## src/rtl/logic_analyzer_readout.sv

```systemverilog
// Streams a completed capture out of the sample BRAM, oldest sample first, over valid/ready.
// Define LOGIC_ANALYZER_READOUT_INDEX_EN to add the m_index output.
module logic_analyzer_readout #(
  parameter int unsigned SAMPLE_DEPTH = 8,
  parameter int unsigned SAMPLE_WIDTH = 8,
  parameter int unsigned READ_LATENCY = 2,
  localparam int unsigned ADDR_WIDTH = (SAMPLE_DEPTH > 1) ? $clog2(SAMPLE_DEPTH) : 1
) (
  input  logic                    clk,
  input  logic                    rst_n,
  input  logic                    request_read,
  input  logic                    request_abort,
  input  logic [ADDR_WIDTH-1:0]   base_ptr,
  output logic [ADDR_WIDTH-1:0]   bram_addr,
  output logic                    bram_en,
  input  logic [SAMPLE_WIDTH-1:0] bram_dout,
  output logic [SAMPLE_WIDTH-1:0] m_data,
  output logic                    m_valid,
  input  logic                    m_ready,
  output logic                    m_last,
`ifdef LOGIC_ANALYZER_READOUT_INDEX_EN
  output logic [ADDR_WIDTH-1:0]   m_index,
`endif
  output logic                    busy,
  output logic                    done
);

  localparam int unsigned FIFO_DEPTH = READ_LATENCY + 1;
  localparam int unsigned FPW = $clog2(FIFO_DEPTH);
  localparam int unsigned FCW = $clog2(FIFO_DEPTH + 1);
  localparam int unsigned CW  = $clog2(SAMPLE_DEPTH + 1);

  typedef enum logic [0:0] {StIdle, StRun} state_e;

  state_e                  state_q;
  logic                    read_prev_q, abort_prev_q;
  logic [ADDR_WIDTH-1:0]   ptr_q;
  logic [CW-1:0]           issued_q, accepted_q;
  logic                    busy_q, done_q;
  logic [READ_LATENCY-1:0] ret_valid_q;
  logic [SAMPLE_WIDTH-1:0] fifo_mem_q [FIFO_DEPTH];
  logic [FPW-1:0]          wr_ptr_q, rd_ptr_q;
  logic [FCW-1:0]          fifo_count_q;

  logic        read_rise, abort_rise, push, pop, last_accept;
  int unsigned inflight;

  function automatic logic [FPW-1:0] fifo_inc(input logic [FPW-1:0] p);
    return (p == FPW'(FIFO_DEPTH - 1)) ? '0 : p + FPW'(1);
  endfunction

  assign read_rise   = request_read & ~read_prev_q;
  assign abort_rise  = request_abort & ~abort_prev_q;
  assign m_valid     = (fifo_count_q != '0);
  assign m_data      = fifo_mem_q[rd_ptr_q];
  assign pop         = m_valid & m_ready;
  assign push        = ret_valid_q[READ_LATENCY-1];
  // The head is always the next sample to be accepted, so its index is the accept count.
  assign m_last      = m_valid && (32'(accepted_q) == SAMPLE_DEPTH - 1);
  assign last_accept = pop && (32'(accepted_q) == SAMPLE_DEPTH - 1);
  assign bram_addr   = ptr_q;
  assign busy        = busy_q;
  assign done        = done_q;

`ifdef LOGIC_ANALYZER_READOUT_INDEX_EN
  assign m_index = m_valid ? accepted_q[ADDR_WIDTH-1:0] : '0;
`endif

  // Credit check counts the slot freed by a same-cycle pop so the stream sustains 1 word/cycle.
  always_comb begin
    inflight = 0;
    for (int i = 0; i < int'(READ_LATENCY); i++) begin
      inflight += 32'(ret_valid_q[i]);
    end
    bram_en = (state_q == StRun) && (32'(issued_q) < SAMPLE_DEPTH) &&
              (inflight + 32'(fifo_count_q) < FIFO_DEPTH + 32'(pop));
  end

  always_ff @(posedge clk or negedge rst_n) begin
    if (!rst_n) begin
      state_q      <= StIdle;
      read_prev_q  <= 1'b0;
      abort_prev_q <= 1'b0;
      ptr_q        <= '0;
      issued_q     <= '0;
      accepted_q   <= '0;
      busy_q       <= 1'b0;
      done_q       <= 1'b0;
      ret_valid_q  <= '0;
    end else begin
      read_prev_q  <= request_read;
      abort_prev_q <= request_abort;
      done_q       <= 1'b0;
      if (bram_en) begin
        issued_q <= issued_q + CW'(1);
        ptr_q    <= (ptr_q == ADDR_WIDTH'(SAMPLE_DEPTH - 1)) ? '0 : ptr_q + ADDR_WIDTH'(1);
      end
      if (pop) begin
        accepted_q <= accepted_q + CW'(1);
      end
      ret_valid_q[0] <= bram_en;
      for (int i = 1; i < int'(READ_LATENCY); i++) begin
        ret_valid_q[i] <= ret_valid_q[i-1];
      end
      if (abort_rise) begin
        // Clearing the return tags drops every read still in the BRAM pipeline.
        state_q     <= StIdle;
        busy_q      <= 1'b0;
        ret_valid_q <= '0;
      end else begin
        case (state_q)
          StIdle: begin
            if (read_rise) begin
              state_q    <= StRun;
              busy_q     <= 1'b1;
              ptr_q      <= base_ptr;
              issued_q   <= '0;
              accepted_q <= '0;
            end
          end
          StRun: begin
            if (last_accept) begin
              state_q <= StIdle;
              busy_q  <= 1'b0;
              done_q  <= 1'b1;
            end
          end
          default: state_q <= StIdle;
        endcase
      end
    end
  end

  always_ff @(posedge clk or negedge rst_n) begin
    if (!rst_n) begin
      for (int i = 0; i < int'(FIFO_DEPTH); i++) begin
        fifo_mem_q[i] <= '0;
      end
      wr_ptr_q     <= '0;
      rd_ptr_q     <= '0;
      fifo_count_q <= '0;
    end else if (abort_rise) begin
      wr_ptr_q     <= '0;
      rd_ptr_q     <= '0;
      fifo_count_q <= '0;
    end else begin
      if (push) begin
        fifo_mem_q[wr_ptr_q] <= bram_dout;
        wr_ptr_q             <= fifo_inc(wr_ptr_q);
      end
      if (pop) begin
        rd_ptr_q <= fifo_inc(rd_ptr_q);
      end
      case ({push, pop})
        2'b10:   fifo_count_q <= fifo_count_q + FCW'(1);
        2'b01:   fifo_count_q <= fifo_count_q - FCW'(1);
        default: fifo_count_q <= fifo_count_q;
      endcase
    end
  end

endmodule

```

## config.mk

```make
export PLATFORM = sky130hd
export DESIGN_NAME = logic_analyzer_readout
export DESIGN_NICKNAME = d
export VERILOG_FILES = /design/src/rtl/logic_analyzer_readout.sv
export SDC_FILE = /design/constraint.sdc
export NUM_CORES = 1
export LEC_CHECK = 0
export BUFFER_PORTS_ARGS = -buffer_cell sky130_fd_sc_hd__buf_2
export CAP_MARGIN = 20
export CORE_MARGIN = 4
export CORE_UTILIZATION = 35
export CTS_CLUSTER_SIZE = 24
export DETAILED_ROUTE_END_ITERATION = 8
export PLACE_DENSITY = 0.55
export SYNTH_ARGS = -nofsm -noshare
export SYNTH_HDL_FRONTEND = slang
export SYNTH_SLANG_ARGS = --single-unit
```

## constraint.sdc

```tcl
create_clock -name clk -period 2.1 [get_ports clk]
set_input_delay 0.315 -clock clk [delete_from_list [all_inputs] [get_ports clk]]
set_output_delay 0.315 -clock clk [all_outputs]
set_load 0.005 [all_outputs]
```

; ---- Word-level counts from Yosys, hierarchy flattened
; Index checks and enable logic that the tools add are counted.
[op_classes]
add_sub_neg = 10
multipliers = 0
div_mod_pow = 0
n_lt_le_gt_ge = 5
eq_ne = 8
n_shift = 0
muxes = 39
n_bitwise = 9
n_reduce_logical = 11
[op_table]
columns = cell, n
row1 = 2-to-1 mux 4 bit, 8
row2 = bitwise mux 24 bit, 1
row3 = 2-to-1 mux 8 bit, 3
row4 = binary-select mux 8 bit (select 2 bit), 1
row5 = demux 8 bit (select 2 bit), 1
row6 = 2-to-1 mux 2 bit, 8
row7 = 2-to-1 mux 3 bit, 5
row8 = 2-to-1 mux 1 bit, 9
row9 = "adder 4 x 1 -> 4 bit, second input constant", 2
row10 = "adder 2 x 1 -> 2 bit, second input constant", 3
row11 = "== test 2 bit, second input constant", 3
row12 = ">= comparator 3 bit, second input constant", 2
row13 = NOT 2 -> 3 bit, 2
row14 = nonzero test 2 bit, 3
row15 = logical AND 1 bit, 5
row16 = "== test 4 x 3 -> 1 bit, second input constant", 1
row17 = "< comparator 4 bit, second input constant", 1
row18 = NOT 1 bit, 4
row19 = case mux 1 bit (2 select lines), 2
row20 = case mux 2 bit (2 select lines), 1
row21 = AND reduction 2 bit, 2
row22 = "adder 2 x 1 -> 3 bit, first input constant", 1
row23 = adder 2 x 2 -> 3 bit, 1
row24 = "adder 3 x 1 -> 3 bit, second input constant", 1
row25 = other kinds (10), 12
[word_totals]
register_bits = 48
latch_bits = 0
ram_bits = 0
mem_bits_ro = 0
inputBits = 16
wordCells = 97
n_memories = 0

; ---- Depth between registers and ports, before layout
[logic_depth]
ltp_word = 9
ltp_mapped = 7
mapped_depth_nobuf = 7

; ---- Worst setup path before layout
; No wires, ideal clock.
[synth_timing]
path_type = register to register
start = reg fifo_count_q[0]
end = reg ptr_q[2], in the netlist bram_addr[2]
arrival_time_ps = 2064
required_time_ps = 1974
setup_slack_ps = -90
stages_incl_launch_ff = 8
n_path_buf = 0
synth_period_minus_slack_ps = 2190
cell_sequence = dfrtp_1 > fa_1 > ha_1 > ha_1 > nand2_1 > and3_1 > nand2_1 > a221o_1
[synth_via]
elab_chain_len = 9
elab_cells_between_ends = 10
classes_between = add/sub: 2 / order compare: 1 / mux: 4 / bitwise: 1 / reduce/logical: 2
[synth_rtl]
columns = item, line
row1 = from (decl), 43  ; logic [FCW-1:0] fifo_count_q;
row2 = from (signal assigned), 155  ; 2'b10: fifo_count_q <= fifo_count_q + FCW'(1);
row3 = from (signal assigned), 156  ; 2'b01: fifo_count_q <= fifo_count_q - FCW'(1);
row4 = from (signal assigned), 157  ; default: fifo_count_q <= fifo_count_q;
row5 = nonzero test 2 bit, 54  ; assign m_valid = (fifo_count_q != '0);
row6 = AND 1 bit, 56  ; assign pop = m_valid & m_ready;
row7 = adder 2 x 1 -> 3 bit, 76  ; (inflight + 32'(fifo_count_q) < FIFO_DEPTH + 32'(pop));
row8 = < comparator 3 bit *, 76
row9 = logical AND 1 bit *, 75  ; bram_en = (state_q == StRun) && (32'(issued_q) < SAMPLE_DEPTH) &&
row10 = 2-to-1 mux 3 bit *, 94  ; if (bram_en) begin
row11 = 2-to-1 mux 3 bit, 113  ; if (read_rise) begin
row12 = 2-to-1 mux 3 bit, 111  ; case (state_q)
row13 = 2-to-1 mux 3 bit *, 105  ; if (abort_rise) begin
row14 = to (signal assigned), 96  ; ptr_q <= (ptr_q == ADDR_WIDTH'(SAMPLE_DEPTH - 1)) ? '0 : ptr_q + ADDR_WIDTH'(1);
row15 = to (signal assigned), 116  ; ptr_q <= base_ptr;
row16 = to (decl), 37  ; logic [ADDR_WIDTH-1:0] ptr_q;
; Every way passes the cells marked *; elsewhere a longest branch is shown, timed or not.
; A chain may end at the register's enable or synchronous reset.

; ---- Worst setup path after layout
[layout_timing]
start = reg ret_valid_q[0]
end = reg ptr_q[0], in the netlist bram_addr[0]
[layout_via]
elab_chain_len = 8
[layout_rtl]
columns = item, line
row1 = from (decl), 40  ; logic [READ_LATENCY-1:0] ret_valid_q;
row2 = from (signal assigned), 101  ; ret_valid_q[0] <= bram_en;
row3 = "from (signal, indexed assignment)", 103  ; ret_valid_q[i] <= ret_valid_q[i-1];
row4 = adder 1 x 1 -> 2 bit *, 73  ; inflight += 32'(ret_valid_q[i]);
row5 = adder 2 x 2 -> 3 bit *, 76
row6 = < comparator 3 bit *, 76
row7 = logical AND 1 bit *, 75
row8 = 2-to-1 mux 3 bit *, 94
row9 = 2-to-1 mux 3 bit, 113
row10 = 2-to-1 mux 3 bit, 111
row11 = 2-to-1 mux 3 bit *, 105
; Marks and branches as above.

==> flow_summary_export.csv <==
group,metric,value,unit
placement,place_congestion,0.738,
route,first_pass_iters,4,
grt,grt_pass1_wl,8.38,mm
synthesis,yosysWarnings,0,
min_path,hold_end,"read_prev_q$_DFF_PN0_",
die,row_count,29,
min_path,hold_depth,1,
synthesis,syn_avg_cell_area,11.6,um^2
sta,relSlewSlack,64.5,%
min_path,hold_path_class,"primary input to register",
die,die_area,7830,um^2
sta,max_freq,431,MHz
critical_path,cp-start-kind,"register",
synthesis,synthFlopType,"dfrtp_1",
sta,post-route-period-util,110,%
critical_path,timing.rr.end,"bram_addr[0]$_DFF_PN0_",
die,die_h,88.5,um
die,io_pins,32,
clock_network,cts_root_buf,"clkbuf_8",
synthesis,syn-num-nets,219,
clock_network,cts_max_level,2,
placement,place_area,2650,um^2
outcome,violations,"negative setup slack",
synthesis,synthCells,195,
power,p_total,3.77,mW
critical_path,max_stage_delay,0.41,ns
sta,setup_viol,8,
grt,grt_pass1_vias,1638,
placement,place_ws,-0.0842,ns
synthesis,synth_edf_count,0,
min_path,min_from,"request_read",
clock_network,cts_buffers,5,
clock_network,cts_tree,"yes",
grt,antenna_found_initial,0,
die,fp.dieW,88.5,um
final_layout,drive_gt1_share,44.1,%
sta,timing.hold.ws,0.142,ns
critical_path,slowest_stage,"dfrtp_1",
critical_path,crit_start,"ret_valid_q[0]$_DFF_PN0_",
critical_path,cp.arrival,2.50,ns
synthesis,async_flop_share,100,%
sta,fin_ws,-0.219,ns
critical_path,critPathKind,"register to register",
route,vias,1652,
route,vias_per_cell,4.99,
placement,port_buffers,31,
critical_path,path_cells,"fa_2, ha_4, ha_4, nand2_4, and3_4, nand2_2, buf_4, buf_4, buf_6, a221o_1",
route,ant_nets,0,
synthesis,synth_cell_types,37,
sta,final-hold-violation-count,0,
final_layout,fin_nets,278,
synthesis,yosysSeqAreaShare,53.0,%
synthesis,ys_ff_latch,48,
clock_network,insertion_delay,0.30,ns
clock_network,clock_sinks,48,
critical_path,rrSetupSlack,-0.22,ns
grt,grt_max_degree,19,
route,drt-initial-drc-count,86,
critical_path,r2r-start,"ret_valid_q[0]$_DFF_PN0_",
route,route.detailed.drc,0,
critical_path,required,2.28,ns
final_layout,fin_util,46.2,%
critical_path,end_kind,"register",
outcome,status,"finished, violations left",
power,ir_drop,515,uV
grt,grt.total_usage,14.1,%
run,drv_cap,0,
route,wl_per_cell,14.8,um
final_layout,final_common_cell,"dfrtp_1",
die,initial_core_util,35.9,%
clock_network,clkTransAtPathRegs,0.09,ns
route,wirelength,4.91,mm
power,cellPowerDensity,1290,nW/um^2
placement,numPlacedInstances,315,
placement,dp_hpwl,3.41,mm
clock_network,max-clock-path-buffers,2,
sta,skew,0.00631,ns
final_layout,final_area,2920,um^2
die,coreArea,6310,um^2
sta,worst_slew_pin_slew,0.531,ns
grt,grt.overflow.total,0,
power,power.leakage,1.36,nW
critical_path,cp_max_fo,4,
sta,rsz0062_at_grt,"yes",
sta,fin_tns_setup,-1.04,ns
final_layout,most-common-layout-cells,"47 x dfrtp_1, 31 x buf_2, 24 x mux2_2",
sta,min_period,2.32,ns
synthesis,netlist_area,2270,um^2
final_layout,area_delta_synth_final,28.6,%
final_layout,layout.cells.non_filler,331,
sta,drv_slew,0,
critical_path,ff2ff_path_depth,10,
final_layout,antenna_cells,0,
[state kept, by name, summed over array words and instances (netlist names)]
name          flops
busy              1
done              1
fifo_mem_q       24
ret_valid_q       2
issued_q          4
read_prev_q       1
fifo_count_q      2
state_q           1
abort_prev_q      1
rd_ptr_q          2
wr_ptr_q          2
bram_addr         3
accepted_q        4
[how the worst max path moves through the flow]
stage                                   endpoint  slack, ns  cells past startpoint
final                     bram_addr[0]$_DFF_PN0_      -0.22                     10
after global routing                     bram_en      -0.31                      8
after CTS                                bram_en      -0.22                      8
after detailed placement                 bram_en      -0.08                      8
after global placement                   bram_en      -0.06                      8
after floorplan            issued_q[0]$_DFF_PN0_       0.02                      6
[worst max-delay path, delay by kind of cell (launching register included)]
family	cells	cell delay, ns
AO/OA/AOI/OAI	1	0.29
adder cells (fa/ha/maj)	3	0.82
buffers and inverters	3	0.38
flip-flops	1	0.41
AND/OR/NAND/NOR	3	0.32
[layer usage]
layer  GRT usage [%]  wire, um  share of wire, %
met4            4.53        77               1.6
met2            22.7      2500                51
met3            2.61       100               2.0
met5               0         0                 0
met1            19.2      2230                45
[layout make-up]
cell class                 instances  area [um^2]
tap                               77         96.3
clock buffer                       5         68.8
multi-input combinational        136         1140
timing repair buffer              58          372
fill                             603         3400
sequential                        48         1200
inverter                           5         21.3
clock inverter                     2         12.5
[report_power, final]
part           switching, mW  leakage [nW]  total [mW]  internal (mW)
clock network          0.308        0.0400       0.534          0.226
registers              0.242         0.613        1.53           1.29
logic                  0.770         0.704        1.71          0.935
[cells in the mapped netlist, types with 2 or more instances]
cell	number	area, um^2
nor3_1	2	10.0
nand2b_1	3	18.8
xnor2_1	3	26.3
xor2_1	2	17.5
mux2_2	24	270
a221o_1	2	20.0
dfrtp_1	48	1200
nand3_1	5	25.0
nand2_1	22	82.6
a21oi_1	6	30.0
nand4b_1	2	17.5
nor2b_1	2	12.5
and3_1	4	25.0
mux2i_1	9	90.1
ha_1	7	87.6
and2_1	3	18.8
o21ai_0	12	60.1
nor2_1	12	45.0
inv_1	4	15.0
clkbuf_1	6	22.5
[logic make-up (layout without fill, tap and decap cells)]
logic type / Yosys count / in the layout / share of synthesized area [%]
AOI/OAI and AO/OA: 29 / 29 / 9.00
xor gates and xnor gates: 5 / 5 / 1.93
adders and majority gates: 8 / 8 / 4.75
buffers and inverters: 11 / 70 / 1.93
DFF: 48 / 48 / 53.0
muxes: 33 / 33 / 15.9
and+or+nand+nor: 61 / 61 / 13.5
[what timing repair did]
action | in CTS | in global routing
hold buffers | 1 | 0
endpoints found under the hold margin | 15 | 0
gates resized for setup | 11 | 12
setup endpoints to repair | 5 | 9
pin swaps | 7 | 7
cloned | 0 | 0
setup buffers | 5 | 3
Power figures use the tool's default switching activity.
